**src/rtl/matmul_pkg.sv**
```systemverilog
// Shared types and defaults for the matmul core and its drain/egress stages.
package matmul_pkg;

  // Default accumulator / output word width.
  localparam int ACC_W_DEF = 32;

  // Drain stage FSM: waiting for a finished matrix, or emitting one.
  typedef enum logic {S_IDLE, S_STREAM} drain_state_t;

endpackage

```
**src/rtl/matmul_result_stream.sv**
```systemverilog
// Result drain stage. On the core's done pulse, snapshot the M x N accumulator
// matrix, then emit it row-major on a valid/ready stream, one word per beat,
// with out_last on the final element. A done coincident with the final
// transfer is accepted back-to-back. Any other done while streaming is
// dropped and latched in the sticky overrun flag.
module matmul_result_stream
  import matmul_pkg::*;
#(
  parameter int ACC_W = ACC_W_DEF,
  parameter int M     = 2,
  parameter int N     = 2
) (
  input  logic                                    clk,
  input  logic                                    rst_n,
  input  logic                                    done,
  input  logic signed [M-1:0][N-1:0][ACC_W-1:0]   C,
  output logic                                    out_valid,
  input  logic                                    out_ready,
  output logic signed [ACC_W-1:0]                 out_data,
  output logic                                    out_last,
  output logic                                    busy,
  output logic                                    overrun
);

  localparam int                ELEMS = M * N;
  localparam int                IDX_W = (ELEMS > 1) ? $clog2(ELEMS) : 1;
  localparam logic [IDX_W-1:0]  LAST  = IDX_W'(ELEMS - 1);

  drain_state_t                       state;
  logic [IDX_W-1:0]                   idx;
  // Flattened row-major: element r*N+c matches the packed layout of C.
  logic [ELEMS-1:0][ACC_W-1:0]        snap;

  logic xfer;
  logic xfer_last;
  assign xfer      = out_valid && out_ready;
  assign xfer_last = xfer && (idx == LAST);

  // Outputs come only from state/idx/snap registers, never from C or done.
  assign out_valid = (state == S_STREAM);
  assign busy      = (state == S_STREAM);
  assign out_last  = (state == S_STREAM) && (idx == LAST);
  assign out_data  = snap[idx];

  // FSM, element index and snapshot capture.
  always_ff @(posedge clk) begin
    if (!rst_n) begin
      state <= S_IDLE;
      idx   <= '0;
      snap  <= '0;
    end else begin
      case (state)
        S_IDLE: begin
          if (done) begin
            snap  <= C;
            idx   <= '0;
            state <= S_STREAM;
          end
        end
        S_STREAM: begin
          if (xfer_last) begin
            idx <= '0;
            if (done) snap  <= C;      // back-to-back: stay streaming
            else      state <= S_IDLE;
          end else if (xfer) begin
            idx <= idx + IDX_W'(1);
          end
        end
        default: state <= S_IDLE;
      endcase
    end
  end

  // Sticky flag: a done that could not be accepted was dropped.
  always_ff @(posedge clk) begin
    if (!rst_n)                                       overrun <= 1'b0;
    else if (done && state == S_STREAM && !xfer_last) overrun <= 1'b1;
  end

`ifndef SYNTHESIS
  logic                    stall_q;
  logic [ACC_W-1:0]        data_q;
  logic                    last_q;

  // Remember the beat presented during a stall so the next cycle can compare.
  always_ff @(posedge clk) begin
    stall_q <= rst_n && out_valid && !out_ready;
    data_q  <= out_data;
    last_q  <= out_last;
  end

  // Stream protocol invariants.
  always_ff @(posedge clk) begin
    if (rst_n && stall_q)
      assert (out_data == data_q && out_last == last_q)
        else $error("stalled beat changed");
    if (rst_n) begin
      assert (!out_last || out_valid) else $error("out_last without out_valid");
      assert (busy || !out_valid)     else $error("out_valid while not busy");
    end
  end
`endif

endmodule

```
**config.mk**
```make
export PLATFORM = sky130hd
export DESIGN_NAME = matmul_result_stream
export DESIGN_NICKNAME = d
export VERILOG_FILES = /design/src/rtl/matmul_pkg.sv /design/src/rtl/matmul_result_stream.sv
export SDC_FILE = /design/constraint.sdc
export NUM_CORES = 1
export LEC_CHECK = 0
export CAP_MARGIN = 10
export CORE_UTILIZATION = 43
export CTS_CLUSTER_SIZE = 28
export DETAILED_ROUTE_END_ITERATION = 8
export PLACE_DENSITY = 0.83
export SYNTH_ARGS = -nofsm -noshare
export SYNTH_HDL_FRONTEND = slang
export SYNTH_SLANG_ARGS = --single-unit
```
**constraint.sdc**
```tcl
create_clock -name clk -period 2.03 [get_ports clk]
set_clock_uncertainty 0.2 [all_clocks]
set_input_delay 0.5075 -clock clk [delete_from_list [all_inputs] [get_ports clk]]
set_output_delay 0.5075 -clock clk [all_outputs]
set_load 0.01 [all_outputs]
```
==> metrics.txt, run 1 <==
post-synth top area share=0.429; Routed WL per cell=between 15 and 20 um; max_cap viols=0; Num Clock Sinks=132; Netlist Area Pre-Place=0.00616 sq mm; post-synth net total=746; fmax=0.408 GHz; commonest non-fill, non-tap cells in the layout=nand2_1 (256), clkdlybuf4s50_1 (130), dfxtp_1 (129); Setup crit start=idx[0]$_SDFFE_PN0P_; Post-Place Cells=940; post-route ant nets=0; unrepaired setup endpoints after global routing=yes; final hold slack=0.250 ns; hold crit path type=flip-flop to flip-flop; Placed Area=between 0.008 and 0.009 sq mm; FF-to-FF Start=idx[0]$_SDFFE_PN0P_; Syn Area/Cell=10.1 sq um; die area=0.0148 sq mm; total number of vias=4909; GRT overflow=0; status=finished with violations; Port-buffer cells=167; initial antenna violation count=0; H-tree depth=4; Hold Startpoint=snap[82]$_SDFFE_PN0P_; Die W=122 um; first-pass GRT wire length=23600 um; top cells by area, synth=dfxtp_1 (43%), mux2i_1 (21%), nand2_1 (16%); Tot Pwr=6.94 mW; total negative slack=-10.71 ns; Cell Count, Final, Fillers Out=988; max-slew violations=0; kind of critical path=flip-flop to output port; Die Height=122 um; WP buf/inv=3; Std-Cell Core Area=0.0139 sq mm; critical path launch point type=flip-flop; worst-margin pin slew=between 0.2 and 0.3 ns; leading cell type in the layout, fill and taps excluded=nand2_1; worst setup slack after layout=-0.421 ns; failing checks=negative setup slack; Crit-path slowest cell=mux4_2; Distinct cells, synth=20; max incr delay on CP=0.51 ns; GRT Total Usage=0.209; critical path's most frequent cell=buf_6; Crit. End Element=output port; clk slew on worst S/H paths=0.05 ns; WP data required=1.32 ns; Crit Path Max Fanout=7; Final setup viols=33; Tcrit/Tclk final=1.21; Inserted Diodes=0; Filler cells=1108; layout cells sized above 1=0.187; WL final=approximately 15000 um; Peak VDD IR=537 uV; dpl hpwl=10300 um; leakage power=between 3 and 4 nW; largest net degree at the start of global routing=60; Root Driver=clkbuf_16; crit path DAT=1.74 ns; row cnt=43; starting density of the core=0.442; post-route cell area=0.00885 sq mm; clk_lat worst skew=0.41 ns; drt pass-1 iters=5; fin nets=928; Crit path max-delay family=multiplexers; Mapped Cells=~610; CTS tree=yes; synthesis-to-layout area growth=43.7%; DP Worst Slack=-0.277 ns; Worst slew margin=0.816; DR DRC count=0; crit path time final=2.45 ns; Yosys reg bits=132; vias in the first global route=~4800; CTS buffer count=17; vias per inst=4.97; synth warn=0; final core area utilization=0.635; crit path cell chain=buf_12 -> buf_6 -> mux4_2 -> buf_6; P per Cell Area=784 mW/mm^2; cell taking the most area after synthesis=dfxtp_1; CTS Buffer Depth=2; IO Count=168; sequential-to-total area share from yosys stat=0.429; GP Congestion=between 0.7 and 0.8; Iter 0 DRT Violations=277; final hold violation count=0
==> cell families (layout without fill, tap and decap cells) <==
kind of cell	after synthesis	in the layout	share of synthesized area
AND/OR/NAND/NOR	262	262	0.163
multiplexers	161	161	0.327
flip-flops	132	132	0.429
buffers and inverters	52	247	0.0715
AO/OA/AOI/OAI	5	5	0.00792
adder cells (fa/ha/maj)	1	1	0.00203
==> flip-flops by register name, indices dropped and copies added, names as in the netlist <==
register	count
busy	1
idx	2
overrun	1
snap	128
==> cell usage after synthesis (all sizes together) <==
library cell,number
clkbuf,18
o21a,1
and2,1
nor2,1
nor2b,4
ha,1
nand2,256
buf,34
dfxtp,132
a21boi,1
mux4,32
a32oi,2
mux2i,129
a21oi,1
==> path summary, 6_finish.rpt <==
check,to,slack [ns],cells after the start
min,snap[82]$_SDFFE_PN0P_,0.25,2
min reg2reg,snap[82]$_SDFFE_PN0P_,0.25,2
max,out_data[3],-0.42,4
max reg2reg,snap[5]$_SDFFE_PN0P_,0.07,9
==> worst register-to-register path: cells and delay by family, from the launching register on <==
family / cells / cell delay (ns)
adders and majority gates: 1 / 0.13
muxes: 1 / 0.22
buffers and inverters: 5 / 0.70
and+or+nand+nor: 1 / 0.15
AOI/OAI and AO/OA: 1 / 0.06
DFF: 1 / 0.42
==> where the power goes <==
| group | switching [mW] | internal (mW) |
|---|---|---|
| logic | 0.418 | 0.659 |
| clock network | 1.11 | 1.90 |
| registers | 0.0969 | 2.76 |
==> per-layer routing <==
metal / global-route usage / wire [um]
met1: 0.260 / 6800
met2: 0.345 / 7490
met3: 0.0609 / 753
met4: 0.0702 / 197
met5: 0 / 0
==> area by class of cell <==
cell class | instances | area (sq um) | area share
Multi-Input combinational cell | 429 | 3100 | 0.350
Sequential cell | 132 | 2650 | 0.299
Timing Repair Buffer | 215 | 2300 | 0.260
Clock buffer | 23 | 478 | 0.0540
Tap cell | 180 | 225 | 0.0254
Clock inverter | 9 | 103 | 0.0116
==> timing repair <==
| item | CTS | global route |
|---|---|---|
| gates cloned | 2 | 3 |
| buffers inserted | 9 | 4 |
| resized for setup | 152 | 26 |
| endpoints found under the setup margin | 36 | 148 |
| hold buffers | 0 | 0 |
(Power assumes the default switching activity.)
==> inputs of run 2 (changes only) <==
--- a/config.mk
+++ b/config.mk
@@ -6,8 +6,8 @@
 export NUM_CORES = 1
 export LEC_CHECK = 0
 export CAP_MARGIN = 10
+export CORE_MARGIN = 5
 export CORE_UTILIZATION = 43
-export CTS_CLUSTER_SIZE = 28
 export DETAILED_ROUTE_END_ITERATION = 8
 export PLACE_DENSITY = 0.83
 export SYNTH_ARGS = -nofsm -noshare
==> metrics.txt, run 2 (synthesis gave the netlist of run 1 again) <==
Top Registers=snap (128), idx (2) (unchanged); Port-buffer cells=167 (unchanged); layout cells sized above 1=0.173 (was 0.187); max-slew violations=0 (unchanged); starting density of the core=0.440 (was 0.442); Crit-path slowest cell=mux4_2 (unchanged); GRT Total Usage=0.189 (was 0.209); CTS tree=yes (unchanged); Routed WL per cell=16.0 um (was 15.4 um); CTS Buffer Depth=2 (unchanged); leakage power=3.61 nW (was 3.64 nW); IO Count=168 (unchanged); max_cap viols=0 (unchanged); clk_lat worst skew=0.41 ns (about the same); Tcrit/Tclk final=1.20 (was 1.21); clk slew on worst S/H paths=0.05 ns (about the same); final core area utilization=0.631 (was 0.635); row cnt=43 (unchanged); post-route ant nets=0 (unchanged); Die W=130 um (was 122 um); Cell Count, Final, Fillers Out=982 (was 988); max incr delay on CP=0.52 ns (was 0.51 ns); vias in the first global route=5038 (was 4753); total negative slack=-12.29 ns (was -10.71 ns); Root Driver=clkbuf_16 (unchanged); final hold violation count=0 (unchanged); first-pass GRT wire length=24800 um (was 23600 um); H-tree depth=4 (unchanged); Die Height=130 um (was 122 um); fin nets=923 (was 928); CTS buffer count=17 (unchanged); critical path's most frequent cell=buf_12 (was buf_6); synthesis-to-layout area growth=43.4% (was 43.7%); P per Cell Area=791 mW/mm^2 (was 784 mW/mm^2); Placed Area=0.00800 sq mm (was 0.00804 sq mm); initial antenna violation count=0 (unchanged); Worst slew margin=0.763 (was 0.816); WP data required=1.32 ns (about the same); vias per inst=4.97 (about the same); hold crit path type=flip-flop to flip-flop (unchanged); total number of vias=4881 (was 4909); Std-Cell Core Area=0.0140 sq mm (was 0.0139 sq mm); crit path time final=2.43 ns (was 2.45 ns); max reg flops=128 (unchanged); Tot Pwr=6.98 mW (was 6.94 mW); worst-margin pin slew=0.356 ns (was 0.276 ns); Peak VDD IR=580 uV (was 537 uV); Iter 0 DRT Violations=217 (was 277); WL final=15700 um (was 15200 um); Post-Place Cells=939 (was 940); final hold slack=0.253 ns (was 0.250 ns); Filler cells=1126 (was 1108); critical path launch point type=flip-flop (unchanged); die area=0.0168 sq mm (was 0.0148 sq mm); WP buf/inv=3 (unchanged); Top reg by flops=snap (unchanged); commonest non-fill, non-tap cells in the layout=nand2_1 (256), dfxtp_1 (130), clkdlybuf4s50_1 (130) (was nand2_1 (256), clkdlybuf4s50_1 (130), dfxtp_1 (129)); dpl hpwl=10800 um (was 10300 um); failing checks=negative setup slack (unchanged); multi-input combinational cell area=0.00309 sq mm (was 0.00310 sq mm); Inserted Diodes=0 (unchanged); kind of critical path=flip-flop to output port (unchanged); fmax=0.412 GHz (was 0.408 GHz); status=finished with violations (unchanged); post-route cell area=0.00883 sq mm (was 0.00885 sq mm); largest net degree at the start of global routing=58 (was 60); crit path DAT=1.72 ns (was 1.74 ns); GRT overflow=0 (unchanged); Crit path max-delay family=multiplexers (unchanged); leading cell type in the layout, fill and taps excluded=nand2_1 (unchanged); DP Worst Slack=-0.310 ns (was -0.277 ns); unrepaired setup endpoints after global routing=yes (unchanged); Crit Path Max Fanout=5 (was 7); Num Clock Sinks=132 (unchanged); worst setup slack after layout=-0.396 ns (was -0.421 ns); Crit. End Element=output port (unchanged); crit path cell chain=buf_12 -> buf_12 -> mux4_2 -> buf_6 (was buf_12 -> buf_6 -> mux4_2 -> buf_6); drt pass-1 iters=4 (was 5); Reg area=0.00265 sq mm (about the same); DR DRC count=0 (unchanged); Final setup viols=33 (unchanged); GP Congestion=0.792 (was 0.770)
[run 2: cell types whose count changed in the layout (fill, tap and decap cells not counted), sizes merged]
| cell | delta |
|---|---|
| buf | -2 |
| clkbuf | +1 |
| bufinv | +1 |
| clkinv | -3 |
| clkinvlp | -3 |
[run 2: per-layer routing]
metal / GRT usage / vias up / share of wire
met4: 0.0807 / 0 / 0.023
met1: 0.232 / 2295 / 0.43
met2: 0.315 / 141 / 0.48
met5: 0 / - / 0
li1: - / 2415 / -
met3: 0.0528 / 30 / 0.059
[run 2: what timing repair did]
action	4_1_cts	5_1_grt
pin swaps	0	1
endpoints found under the setup margin	36	33
resized for setup	168	12
hold buffers	0	0
setup buffers	7	2
cloned	3	0
[run 2: cell type report]
type                    count  area share
well taps                 180      0.0255
clock inverters             4      0.0108
multi-input cells         429       0.350
clock buffers              27      0.0558
flip-flops and latches    132       0.300
repair buffers            210       0.258
[run 2: worst min-delay path: stages (launching register included)]
cell and delay [ns]:
dfxtp_1 0.30, nand2_1 0.05, mux2i_1 0.05
[run 2: worst paths after layout]
| check | from | endpoint | slack [ns] | cells past startpoint |
|---|---|---|---|---|
| worst max register to register | idx[0]$_SDFFE_PN0P_ | snap[106]$_SDFFE_PN0P_ | 0.04 | 9 |
| worst max-delay path | idx[0]$_SDFFE_PN0P_ | out_data[22] | -0.40 | 4 |
| worst min register to register | snap[81]$_SDFFE_PN0P_ | snap[81]$_SDFFE_PN0P_ | 0.25 | 2 |
| worst min-delay path | snap[81]$_SDFFE_PN0P_ | snap[81]$_SDFFE_PN0P_ | 0.25 | 2 |
[run 2: where the power goes]
group | switching (mW) | internal [mW]
sequential | 0.0940 | 2.76
clock | 1.04 | 2.02
combinational | 0.418 | 0.653
==> inputs of run 3 (changes only) <==
--- a/config.mk
+++ b/config.mk
@@ -7,9 +7,9 @@
 export LEC_CHECK = 0
 export CAP_MARGIN = 10
 export CORE_MARGIN = 5
-export CORE_UTILIZATION = 43
+export CORE_UTILIZATION = 49
 export DETAILED_ROUTE_END_ITERATION = 8
-export PLACE_DENSITY = 0.83
+export PLACE_DENSITY = 0.91
 export SYNTH_ARGS = -nofsm -noshare
 export SYNTH_HDL_FRONTEND = slang
 export SYNTH_SLANG_ARGS = --single-unit
==> metrics.txt, run 3 (synthesis gave the netlist of run 1 again) <==
failing checks=negative setup slack (unchanged); WP buf/inv=2 (was 3); initial antenna violation count=0 (unchanged); final hold slack=0.257 ns (was 0.253 ns); max reg flops=128 (unchanged); H-tree depth=4 (unchanged); layout cells sized above 1=0.188 (was 0.173); worst-margin pin slew=0.481 ns (was 0.356 ns); Top reg by flops=snap (unchanged); hold-critical path endpoint=snap[83]$_SDFFE_PN0P_ (was snap[81]$_SDFFE_PN0P_); fin nets=929 (was 923); Crit-path slowest cell=mux4_2 (unchanged); CTS buffer count=17 (unchanged); Num Clock Sinks=132 (unchanged); CTS Buffer Depth=2 (unchanged); R2R setup slack=-0.21 ns (was 0.04 ns); Routed WL per cell=17.4 um (was 16.0 um); FF-to-FF Start=idx[0]$_SDFFE_PN0P_ (unchanged); starting density of the core=0.494 (was 0.440); WP data required=1.32 ns (about the same); clk slew on worst S/H paths=0.05 ns (about the same); unrepaired setup endpoints after global routing=yes (unchanged); crit path time final=2.39 ns (was 2.43 ns); GP Congestion=0.804 (was 0.792); commonest non-fill, non-tap cells in the layout=nand2_1 (256), clkdlybuf4s50_1 (130), dfxtp_1 (129) (was nand2_1 (256), dfxtp_1 (130), clkdlybuf4s50_1 (130)); Setup crit start=idx[0]$_SDFFE_PN0P_ (unchanged); worst setup slack after layout=-0.359 ns (was -0.396 ns); total number of vias=5018 (was 4881); Post-Place Cells=935 (was 939); P per Cell Area=749 mW/mm^2 (was 791 mW/mm^2); DR DRC count=0 (unchanged); die area=0.0149 sq mm (was 0.0168 sq mm); drt pass-1 iters=5 (was 4); leading cell type in the layout, fill and taps excluded=nand2_1 (unchanged); Worst slew margin=0.679 (was 0.763); Crit Path Max Fanout=8 (was 5); DP Worst Slack=-0.286 ns (was -0.310 ns); crit path cell chain=buf_12 -> mux4_2 -> buf_6 (was buf_12 -> buf_12 -> mux4_2 -> buf_6); status=finished with violations (unchanged); crit path DAT=1.68 ns (was 1.72 ns); first-pass GRT wire length=25600 um (was 24800 um); post-route ant nets=0 (unchanged); max incr delay on CP=0.53 ns (was 0.52 ns); max_cap viols=0 (unchanged); WL final=17100 um (was 15700 um); Peak VDD IR=538 uV (was 580 uV); row cnt=41 (was 43); kind of critical path=flip-flop to output port (unchanged); Tcrit/Tclk final=1.18 (was 1.20); vias in the first global route=5162 (was 5038); Crit. End Element=output port (unchanged); Filler cells=843 (was 1126); Inserted Diodes=0 (unchanged); Die Height=122 um (was 130 um); critical path launch point type=flip-flop (unchanged); GRT overflow=0 (unchanged); vias per inst=5.13 (was 4.97); largest net degree at the start of global routing=53 (was 58); Port-buffer cells=167 (unchanged); final hold violation count=0 (unchanged); dpl hpwl=11200 um (was 10800 um); Cell Count, Final, Fillers Out=979 (was 982); synthesis-to-layout area growth=47.0% (was 43.4%); Levels on crit path=3 (was 4); max-slew violations=0 (unchanged); leakage power=3.72 nW (was 3.61 nW); Top Registers=snap (128), idx (2) (unchanged); Hold Path Depth=2 (unchanged); Final setup viols=161 (was 33); CTS tree=yes (unchanged); fmax=0.419 GHz (was 0.412 GHz); post-route cell area=0.00905 sq mm (was 0.00883 sq mm); clk_lat worst skew=0.41 ns (about the same); IO Count=168 (unchanged); R2R cell count=11 (was 9); hold crit path type=flip-flop to flip-flop (unchanged); Crit path max-delay family=multiplexers (unchanged); Reg-to-Reg End=snap[8]$_SDFFE_PN0P_ (was snap[106]$_SDFFE_PN0P_); Std-Cell Core Area=0.0125 sq mm (was 0.0140 sq mm); Iter 0 DRT Violations=342 (was 217); Die W=122 um (was 130 um); Hold Startpoint=snap[83]$_SDFFE_PN0P_ (was snap[81]$_SDFFE_PN0P_); # hold bufs at CTS=0 (unchanged); Placed Area=0.00815 sq mm (was 0.00800 sq mm); GRT Total Usage=0.222 (was 0.189); Root Driver=clkbuf_16 (unchanged)
==> run 3: what timing repair did <==
| action | in CTS | in global routing |
|---|---|---|
| pin swaps | 1 | 1 |
| gates resized for setup | 165 | 22 |
| gates cloned | 3 | 8 |
| hold endpoints to repair | 0 | 0 |
| setup endpoints to repair | 35 | 162 |
| setup buffers | 5 | 2 |
==> run 3: how the worst max path moves through the flow <==
stage	slack [ns]	to
2_1_floorplan	0.04	out_data[0]
3_3_place_gp	-0.26	out_data[14]
3_5_place_dp	-0.29	out_data[21]
4_1_cts	-0.46	out_data[21]
5_1_grt	-0.42	out_data[17]
6_report	-0.36	out_data[17]
==> run 3: routing by layer <==
metal | track usage | wire length (um) | vias to the layer above
li1 | - | - | 2429
met1 | 0.265 | 7000 | 2383
met2 | 0.366 | 8450 | 156
met3 | 0.0604 | 1010 | 50
met4 | 0.117 | 594 | 0
met5 | 0 | 0 | -
==> run 3: area by class of cell <==
cell class | count | area, sq um | area share
tap | 172 | 215 | 0.0238
timing repair buffer | 216 | 2550 | 0.281
multi-input combinational | 429 | 3110 | 0.344
sequential | 132 | 2650 | 0.293
clock inverter | 5 | 25.0 | 0.00276
clock buffer | 25 | 505 | 0.0558
==> run 3: metrics by stage <==
| stage | util | power, mW | TNS [ns] |
|---|---|---|---|
| after floorplan | - | 3.46 | 0 |
| after global placement | 0.654 | 3.93 | -9.34 |
| after detailed placement | 0.654 | 3.97 | -15.17 |
| after CTS | 0.706 | 6.74 | -37.39 |
| after global routing | 0.726 | 7.04 | -37.74 |
| final | 0.726 | 6.78 | -29.48 |
==> run 3: worst reg2reg max path, cell delays in order, from the launching register on <==
cell	delay, ns
dfxtp_4	0.39
buf_12	0.16
buf_6	0.11
buf_8	0.12
ha_4	0.15
buf_6	0.11
a21boi_4	0.20
nor2b_4	0.07
buf_12	0.14
buf_12	0.15
buf_12	0.16
mux2i_2	0.20
==> run 3: where the power goes <==
part	total, mW	switching, mW	internal (mW)
clock	2.74	1.05	1.70
combinational	1.18	0.450	0.727
sequential	2.86	0.101	2.76
total	6.78	1.60	5.18
